## src/rtl/drum_pipe_mult.sv

```systemverilog
// drum_pipe_mult: parametrised DRUM approximate multiplier with a 3-stage
// valid/ready pipeline. S1 reduces each operand to a K-bit mantissa plus a
// shift; S2 multiplies the mantissas; S3 shifts and applies the sign.
module drum_pipe_mult #(
    parameter int WIDTH  = 16,
    parameter int K      = 5,
    parameter bit SIGNED = 1'b0
) (
    input  logic               clk,
    input  logic               rst,
    input  logic               in_valid,
    output logic               in_ready,
    input  logic [WIDTH-1:0]   in_a,
    input  logic [WIDTH-1:0]   in_b,
    output logic               out_valid,
    input  logic               out_ready,
    output logic [2*WIDTH-1:0] out_r
);

    localparam int OW = 2 * WIDTH;
    localparam int SW = $clog2(2 * WIDTH);
    localparam int PW = 2 * K;

    localparam logic [WIDTH-1:0] ONE_W  = {{(WIDTH-1){1'b0}}, 1'b1};
    localparam logic [OW-1:0]    ONE_OW = {{(OW-1){1'b0}}, 1'b1};
    localparam logic [K-1:0]     ONE_K  = {{(K-1){1'b0}}, 1'b1};

    typedef struct packed {
        logic [K-1:0]  mm;
        logic [SW-1:0] p;
    } drum_red_t;

    // Absolute value in signed mode; -2^(WIDTH-1) maps to 2^(WIDTH-1) unsigned.
    function automatic logic [WIDTH-1:0] magnitude(input logic [WIDTH-1:0] v);
        logic [WIDTH-1:0] m;
        if (SIGNED && v[WIDTH-1]) begin
            m = ~v + ONE_W;
        end else begin
            m = v;
        end
        return m;
    endfunction

    // Leading-one detect, then keep K bits below it with the LSB forced to 1
    // (unbiases the truncation). Small values pass through exactly.
    function automatic drum_red_t drum_reduce(input logic [WIDTH-1:0] x);
        drum_red_t r;
        int        lead;
        lead = -1;
        for (int i = 0; i < WIDTH; i++) begin
            lead = x[i] ? i : lead;
        end
        if (lead >= K) begin
            r.p  = SW'(lead - K + 1);
            r.mm = K'(x >> (lead - K + 1)) | ONE_K;
        end else begin
            r.p  = '0;
            r.mm = x[K-1:0];
        end
        return r;
    endfunction

    logic [WIDTH-1:0] mag_a_s, mag_b_s;
    drum_red_t        red_a_s, red_b_s;
    logic [K-1:0]     s1_mma_d, s1_mmb_d;
    logic [SW-1:0]    s1_p_d;
    logic             s1_sign_d;

    logic             s1_valid_q;
    logic [K-1:0]     s1_mma_q, s1_mmb_q;
    logic [SW-1:0]    s1_p_q;
    logic             s1_sign_q;

    logic [PW-1:0]    s2_prod_d;
    logic             s2_valid_q;
    logic [PW-1:0]    s2_prod_q;
    logic [SW-1:0]    s2_p_q;
    logic             s2_sign_q;

    logic [OW-1:0]    s3_mag_s, s3_out_d;
    logic             s3_valid_q;
    logic [OW-1:0]    s3_out_q;

    logic             ready1_s, ready2_s, ready3_s;

    // Ready chain: a stage can load when empty or when it empties this cycle.
    always_comb begin
        ready3_s = !s3_valid_q || out_ready;
        ready2_s = !s2_valid_q || ready3_s;
        ready1_s = !s1_valid_q || ready2_s;
    end

    assign in_ready  = ready1_s;
    assign out_valid = s3_valid_q;
    assign out_r     = s3_out_q;

    // S1 next-state: operand reduction and result sign.
    always_comb begin
        mag_a_s  = magnitude(in_a);
        mag_b_s  = magnitude(in_b);
        red_a_s  = drum_reduce(mag_a_s);
        red_b_s  = drum_reduce(mag_b_s);
        s1_mma_d = red_a_s.mm;
        s1_mmb_d = red_b_s.mm;
        s1_p_d   = red_a_s.p + red_b_s.p;
        if (SIGNED) begin
            s1_sign_d = in_a[WIDTH-1] ^ in_b[WIDTH-1];
        end else begin
            s1_sign_d = 1'b0;
        end
    end

    // S1 register: accept an operand pair when the stage can load.
    always_ff @(posedge clk) begin
        if (rst) begin
            s1_valid_q <= 1'b0;
            s1_mma_q   <= '0;
            s1_mmb_q   <= '0;
            s1_p_q     <= '0;
            s1_sign_q  <= 1'b0;
        end else if (ready1_s) begin
            s1_valid_q <= in_valid;
            if (in_valid) begin
                s1_mma_q  <= s1_mma_d;
                s1_mmb_q  <= s1_mmb_d;
                s1_p_q    <= s1_p_d;
                s1_sign_q <= s1_sign_d;
            end
        end
    end

    // S2 next-state: full-width K x K mantissa product.
    always_comb begin
        s2_prod_d = {{K{1'b0}}, s1_mma_q} * {{K{1'b0}}, s1_mmb_q};
    end

    // S2 register: product, total shift and sign move forward together.
    always_ff @(posedge clk) begin
        if (rst) begin
            s2_valid_q <= 1'b0;
            s2_prod_q  <= '0;
            s2_p_q     <= '0;
            s2_sign_q  <= 1'b0;
        end else if (ready2_s) begin
            s2_valid_q <= s1_valid_q;
            if (s1_valid_q) begin
                s2_prod_q <= s2_prod_d;
                s2_p_q    <= s1_p_q;
                s2_sign_q <= s1_sign_q;
            end
        end
    end

    // S3 next-state: barrel shift, then negate; a zero magnitude stays zero.
    always_comb begin
        s3_mag_s = OW'(s2_prod_q) << s2_p_q;
        if (s2_sign_q && (s3_mag_s != '0)) begin
            s3_out_d = ~s3_mag_s + ONE_OW;
        end else begin
            s3_out_d = s3_mag_s;
        end
    end

    // S3 register: the presented result, held until the consumer takes it.
    always_ff @(posedge clk) begin
        if (rst) begin
            s3_valid_q <= 1'b0;
            s3_out_q   <= '0;
        end else if (ready3_s) begin
            s3_valid_q <= s2_valid_q;
            if (s2_valid_q) begin
                s3_out_q <= s3_out_d;
            end
        end
    end

endmodule
```

## config.mk

```make
export PLATFORM = sky130hd
export DESIGN_NAME = drum_pipe_mult
export DESIGN_NICKNAME = d
export VERILOG_FILES = /design/src/rtl/drum_pipe_mult.sv
export SDC_FILE = /design/constraint.sdc
export NUM_CORES = 1
export LEC_CHECK = 0
export BUFFER_PORTS_ARGS = -buffer_cell sky130_fd_sc_hd__buf_2
export CAP_MARGIN = 15
export CORE_MARGIN = 1
export CORE_UTILIZATION = 50
export CTS_BUF_LIST = sky130_fd_sc_hd__clkbuf_4 sky130_fd_sc_hd__clkbuf_8 sky130_fd_sc_hd__clkbuf_16
export DETAILED_ROUTE_END_ITERATION = 6
export GPL_TIMING_DRIVEN = 1
export MAX_ROUTING_LAYER = met4
export PLACE_DENSITY = 0.77
export SLEW_MARGIN = 15
export SYNTH_ARGS = -nofsm -noshare
export SYNTH_HDL_FRONTEND = slang
export SYNTH_SLANG_ARGS = --single-unit
```

## constraint.sdc

```tcl
create_clock -name clk -period 4.67 [get_ports clk]
set_clock_uncertainty 0.1 [all_clocks]
set_input_delay 1.401 -clock clk [delete_from_list [all_inputs] [get_ports clk]]
set_output_delay 1.401 -clock clk [all_outputs]
set_load 0.02 [all_outputs]
```

==> impl_metrics.csv, run 1 <==
group,metric,value,unit
sta,report.final.slew_viol_count,0,
synthesis,synth_most_common_cell,"nand2_1",
layout,fin_area,0.00591,mm²
die,core-area,0.00995,mm²
synthesis,ys_seq_area_share,24.9,%
drt,drt_iter0_markers,231,
placement,hpwl,10.2,mm
synthesis,synth_warnings,0,
drt,post_drt_wl_per_cell,15.0,µm
layout,nets,814,
drt,dr.pass1.iters,5,
clock_tree,clock_latency,0.36,ns
setup_path,cp_data_required_time,4.79,ns
setup_path,start_kind,"primary input",
clock_tree,ctsResizeCount,0,
placement,pre_cts_ws,0.190,ns
synthesis,ys.flop_type,"dfxtp_1",
placement,port_buffers,69,
global_routing,overflow,0,
synthesis,synth_edf_count,0,
pwr,cellPowerDensity,241,mW/mm²
placement,placed_cells,858,
drt,remaining_drc_errors,0,
layout,multi_input_area,0.00363,mm²
synthesis,yosysTopAreaCell,"dfxtp_1",
min_path,hold_end,"s2_p_q[3]",
synthesis,synth_area_per_cell,7.69,µm²
drt,drt-total-wl,13.1,mm
sta,worst_slew_pin_slew,0.721,ns
die,ioPinCount,70,
sta,layout_setup_ws,0.556,ns
placement,placed_area,0.00568,mm²
pwr,power.total,1.42,mW
setup_path,reg2reg_from,"s1_mmb_q[4]",
sta,rsz0062_at_grt,"false",
layout,antenna_cells,0,
clock_tree,numCtsBuffers,9,
setup_path,crit_fanout,9,
sta,finalSetupViolCount,0,
setup_path,path_class,"in -> reg",
global_routing,grt_max_degree,34,
drt,vias,5154,
global_routing,antenna_found_initial,0,
sta,timing.slew.headroom,51.9,%
layout,instances_no_fill,874,
die,dieArea,0.0109,mm²
clock_tree,root_buffer,"clkbuf_8",
drt,vias_per_cell,5.90,
sta,timing.final.crit_share,88.1,%
clock_tree,holdBufCountCts,0,
synthesis,synth.ff_latch_count,65,
global_routing,grt_pass1_wl,22.3,mm
synthesis,async_flop_share,0,%
sta,hold_viol_final,0,
setup_path,r2r_cells,13,
outcome,status,"completed",
setup_path,reg2reg_setup_slack,0.93,ns
synthesis,syn_inst,680,
synthesis,synth_area_leaders,"dfxtp_1 25%, ha_1 7.7%, nand2_1 6.5%",
setup_path,crit_path_end_kind,"flip-flop",
die,initial_core_util,52.5,%
layout,nFillCells,958,
setup_path,r2r_end,"s2_prod_q[9]",
die,dieHeight,104,µm
drt,final_antenna_net_count,0,
global_routing,grt_usage,25.5,%
layout,drive_gt1_share,16.5,%
synthesis,synth_common_cells,"90 x nand2_1, 85 x nor2_1, 65 x dfxtp_1",
clock_tree,cts_tree,"built",
min_path,hold_depth,2,
layout,area_growth,13.0,%
sta,fin_tns_setup,0,ns
synthesis,synth_top_cell_area_share,24.9,%
setup_path,critical_path_arrival,4.24,ns
layout,seqCellArea,0.00130,mm²
synthesis,syn_nets,758,
sta,finalHoldWorstSlack,0.357,ns
min_path,hp-start,"s1_p_q[3]",
placement,gp_congestion,0.965,
die,dieWidth,104,µm
synthesis,synth_area,0.00523,mm²
synthesis,synth_cell_types,64,
sta,fmax,243,MHz
pwr,ir_drop,146,µV
pwr,p_leak,2.52,nW
clock_tree,clkSinkCount,65,
min_path,hold_path_class,"reg -> reg",
clock_tree,cts_setup_buffers,0,
clock_tree,clockBufferDepth,2,
clock_tree,path_clk_slew,0.07,ns
job,maxCapViolCount,0,
layout,fin_util,59.3,%
global_routing,grt_pass1_vias,4849,
clock_tree,cts_max_level,3,
sta,min_period,4.11,ns
die,rows,36,
-- state kept, by name (all words and copies together), names as in the netlist --
register,flops
s1_valid_q,1
out_valid,1
s1_mmb_q,5
s1_mma_q,5
s2_p_q,5
s2_valid_q,1
s2_prod_q,10
out_r,32
s1_p_q,5
-- how the worst max path moves through the flow --
stage                         from         to  slack (ns)  cells after the start
after floorplan           in_a[15]  s1_p_q[4]        0.30                     13
after global placement     in_b[2]  s1_p_q[4]        0.34                     16
after detailed placement   in_b[2]  s1_p_q[4]        0.19                     13
after CTS                  in_b[2]  s1_p_q[4]        0.57                     13
after global routing      in_b[15]  s1_p_q[4]        0.36                     15
final                     in_b[15]  s1_p_q[4]        0.56                     15
-- layout make-up --
type / count / area share (%)
clock buffer: 10 / 2.33
timing repair buffer: 82 / 7.50
sequential: 65 / 22.0
multi-input combinational: 541 / 61.4
tap: 133 / 2.82
inverter: 37 / 2.35
clock inverter: 6 / 1.53
-- cells in the final DEF (no fill, tap or decap), types with 5 or more instances in the layout --
master,Yosys,final
a211oi_1,10,10
a21o_1,6,6
a21oi_1,50,50
a221oi_1,10,10
a22oi_1,20,20
a31oi_1,5,5
and2_1,16,16
and3_1,6,6
buf_2,3,69
buf_4,2,13
clkbuf_8,0,10
dfxtp_1,65,65
fa_1,10,10
ha_1,32,32
inv_1,37,37
mux2_2,7,7
mux2i_1,29,29
nand2_1,90,90
nand2b_1,7,7
nand3_1,11,11
nor2_1,85,85
nor2b_1,13,13
nor3_1,17,17
nor4_1,10,10
o21ai_0,28,28
o22ai_1,6,6
xnor2_1,9,9
-- power breakdown --
part	switching, mW	internal, mW
registers	0.0259	0.573
logic	0.169	0.113
clock network	0.225	0.316
total	0.420	1.00
-- cell families (layout without fill, tap and decap cells) --
family | Yosys count | in the layout | synth area share [%]
fa+ha+maj | 42 | 42 | 11.5
xor+xnor | 10 | 10 | 1.68
compound gates | 182 | 182 | 24.4
mux | 40 | 40 | 8.78
flops | 65 | 65 | 24.9
buf+inv | 74 | 135 | 5.67
simple gates | 267 | 267 | 23.1
-- worst max-delay path, stage by stage --
cell      delay (ns)
buf_2           0.15
nor4_1          0.47
o21ai_1         0.19
ha_1            0.22
inv_1           0.06
o21ai_1         0.10
o31ai_2         0.15
nor2_1          0.11
ha_1            0.23
fa_1            0.41
a21o_1          0.19
a21oi_1         0.17
xnor2_1         0.15
xnor2_1         0.16
a211oi_2        0.09
-- per-layer routing --
layer  GRT usage, %  share of wire [%]  routed length (µm)
met5              -                  0                   0
met4           11.3                2.4                 310
met3           3.57                4.6                 604
met2           45.1                 51                6620
met1           28.5                 42                5530
No activity file was read; power rests on OpenSTA's default activity.
==> inputs of run 2 (changes only) <==
--- a/config.mk
+++ b/config.mk
@@ -6,5 +6,5 @@
 export NUM_CORES = 1
 export LEC_CHECK = 0
-export BUFFER_PORTS_ARGS = -buffer_cell sky130_fd_sc_hd__buf_2
+export BUFFER_PORTS_ARGS = -buffer_cell sky130_fd_sc_hd__buf_4
 export CAP_MARGIN = 15
 export CORE_MARGIN = 1
==> constraint.sdc (replaced) <==
create_clock -name clk -period 4.67 [get_ports clk]
set_clock_uncertainty 0.1 [all_clocks]
set_input_delay 0.934 -clock clk [delete_from_list [all_inputs] [get_ports clk]]
set_output_delay 0.934 -clock clk [all_outputs]
set_load 0.02 [all_outputs]
==> impl_metrics.csv, run 2 (same netlist as run 1, synthesis figures left out) <==
group,metric,value,unit
outcome,status,"completed",
die,initial_core_util,52.5,%
drt,met2WireLength,6.57,mm
layout,largest_reg_flops,32,
pwr,p_leak,2.54,nW
drt,final_antenna_net_count,0,
setup_path,crit_path_end_kind,"flip-flop",
setup_path,critical_path_arrival,3.97,ns
setup_path,reg2reg_from,"s1_mmb_q[4]",
placement,port_buffers,69,
min_path,hp-start,"s1_p_q[3]",
clock_tree,root_buffer,"clkbuf_8",
setup_path,cp_data_required_time,4.86,ns
sta,fmax,264,MHz
clock_tree,cts_max_level,3,
layout,final_cell_mix,"90 x nand2_1, 85 x nor2_1, 78 x buf_4, 65 x dfxtp_1, 50 x a21oi_1",
global_routing,antenna_found_initial,0,
die,dieArea,0.0109,mm²
layout,nets,810,
min_path,hold_path_class,"reg -> reg",
clock_tree,clockBufferDepth,2,
drt,drt_iter0_markers,259,
pwr,power.total,1.49,mW
sta,layout_setup_ws,0.889,ns
pwr,cellPowerDensity,246,mW/mm²
sta,min_period,3.78,ns
placement,gp_congestion,0.907,
die,core-area,0.00995,mm²
setup_path,crit_fanout,6,
sta,report.final.slew_viol_count,0,
sta,worst_slew_pin_slew,0.793,ns
clock_tree,cts_setup_buffers,0,
layout,mostFrequentLayoutCell,"nand2_1",
clock_tree,clkSinkCount,65,
global_routing,overflow,0,
drt,vias,5157,
drt,maxUsedRoutingLayer,"met4",
drt,vias_per_cell,5.93,
clock_tree,numCtsBuffers,9,
pwr,ir_drop,174,µV
layout,antenna_cells,0,
global_routing,grt_pass1_wl,22.7,mm
die,dieHeight,104,µm
layout,drive_gt1_share,16.0,%
setup_path,path_class,"reg -> reg",
setup_path,slowest_delay,0.54,ns
layout,instances_no_fill,870,
sta,timing.final.crit_share,81.0,%
sta,finalSetupViolCount,0,
drt,drt-total-wl,13.1,mm
global_routing,grt_pass1_vias,4808,
setup_path,cp_slowest_cell,"fa_1",
sta,hold_viol_final,0,
clock_tree,clock_latency,0.36,ns
clock_tree,ctsResizeCount,0,
clock_tree,path_clk_slew,0.07,ns
layout,nFillCells,902,
die,ioPinCount,70,
drt,drt-met1-wl,5.72,mm
drt,dr_wl_met3,598,µm
sta,rsz0062_at_grt,"false",
setup_path,path_delay_family,"adder cells",
drt,dr.pass1.iters,5,
setup_path,path_buf_inv,1,
sta,fin_tns_setup,0,ns
sta,timing.slew.headroom,47.1,%
placement,pre_cts_ws,0.572,ns
die,rows,36,
drt,post_drt_wl_per_cell,15.0,µm
global_routing,grt_usage,25.7,%
placement,placed_cells,854,
layout,area_growth,16.1,%
global_routing,grt_max_degree,63,
setup_path,crit_chain,"nand2_1 -> fa_1 -> fa_1 -> fa_1 -> inv_1 -> ha_1 -> a21oi_1 -> o21bai_1 -> a21oi_1 -> o21ai_0 -> xor2_1 -> nand2_1 -> a21oi_1",
placement,hpwl,10.1,mm
job,maxCapViolCount,0,
setup_path,start_kind,"flip-flop",
drt,remaining_drc_errors,0,
clock_tree,holdBufCountCts,0,
clock_tree,cts_tree,"built",
die,dieWidth,104,µm
setup_path,startpoint,"s1_mmb_q[4]",
## run 2: area by class of cell
type / instances / area, µm² / area share (%)
Sequential cell: 65 / 1300 / 21.4
Clock buffer: 9 / 124 / 2.04
Multi-Input combinational cell: 541 / 3630 / 59.8
Clock inverter: 7 / 125 / 2.06
Timing Repair Buffer: 78 / 586 / 9.65
Inverter: 37 / 139 / 2.29
Tap cell: 133 / 166 / 2.74
## run 2: metrics by stage
step                      utilization (%)  area (µm²)  hold WS [ns]
after floorplan                         -        5230         0.332
after detailed placement             58.5        5820         0.345
after CTS                            61.0        6070         0.356
after global routing                 61.0        6070         0.381
final                                61.0        6070         0.355
after global placement               58.5        5820         0.340
## run 2: report_power, final
part	total (mW)	internal, mW	switching [mW]
sequential	0.599	0.573	0.0265
combinational	0.290	0.122	0.168
clock	0.603	0.360	0.243
total	1.49	1.05	0.437
## run 2: path summary, 6_finish.rpt
| check | endpoint | slack, ns | cells past startpoint |
|---|---|---|---|
| hold / removal | s2_p_q[3] | 0.36 | 2 |
| setup / recovery | s2_prod_q[9] | 0.89 | 13 |
| setup reg to reg | s2_prod_q[9] | 0.89 | 13 |
| hold reg to reg | s2_p_q[3] | 0.36 | 2 |
## run 2: routing by layer
layer,global-route usage (%),up-vias
met1,31.3,2443
met3,3.32,15
met5,-,-
li1,-,2545
met4,8.06,0
met2,44.2,154
## run 2: worst min-delay path: stages, from the launching register on
cell and delay [ns]:
dfxtp_1 0.31, nand2_1 0.05, a21oi_1 0.05
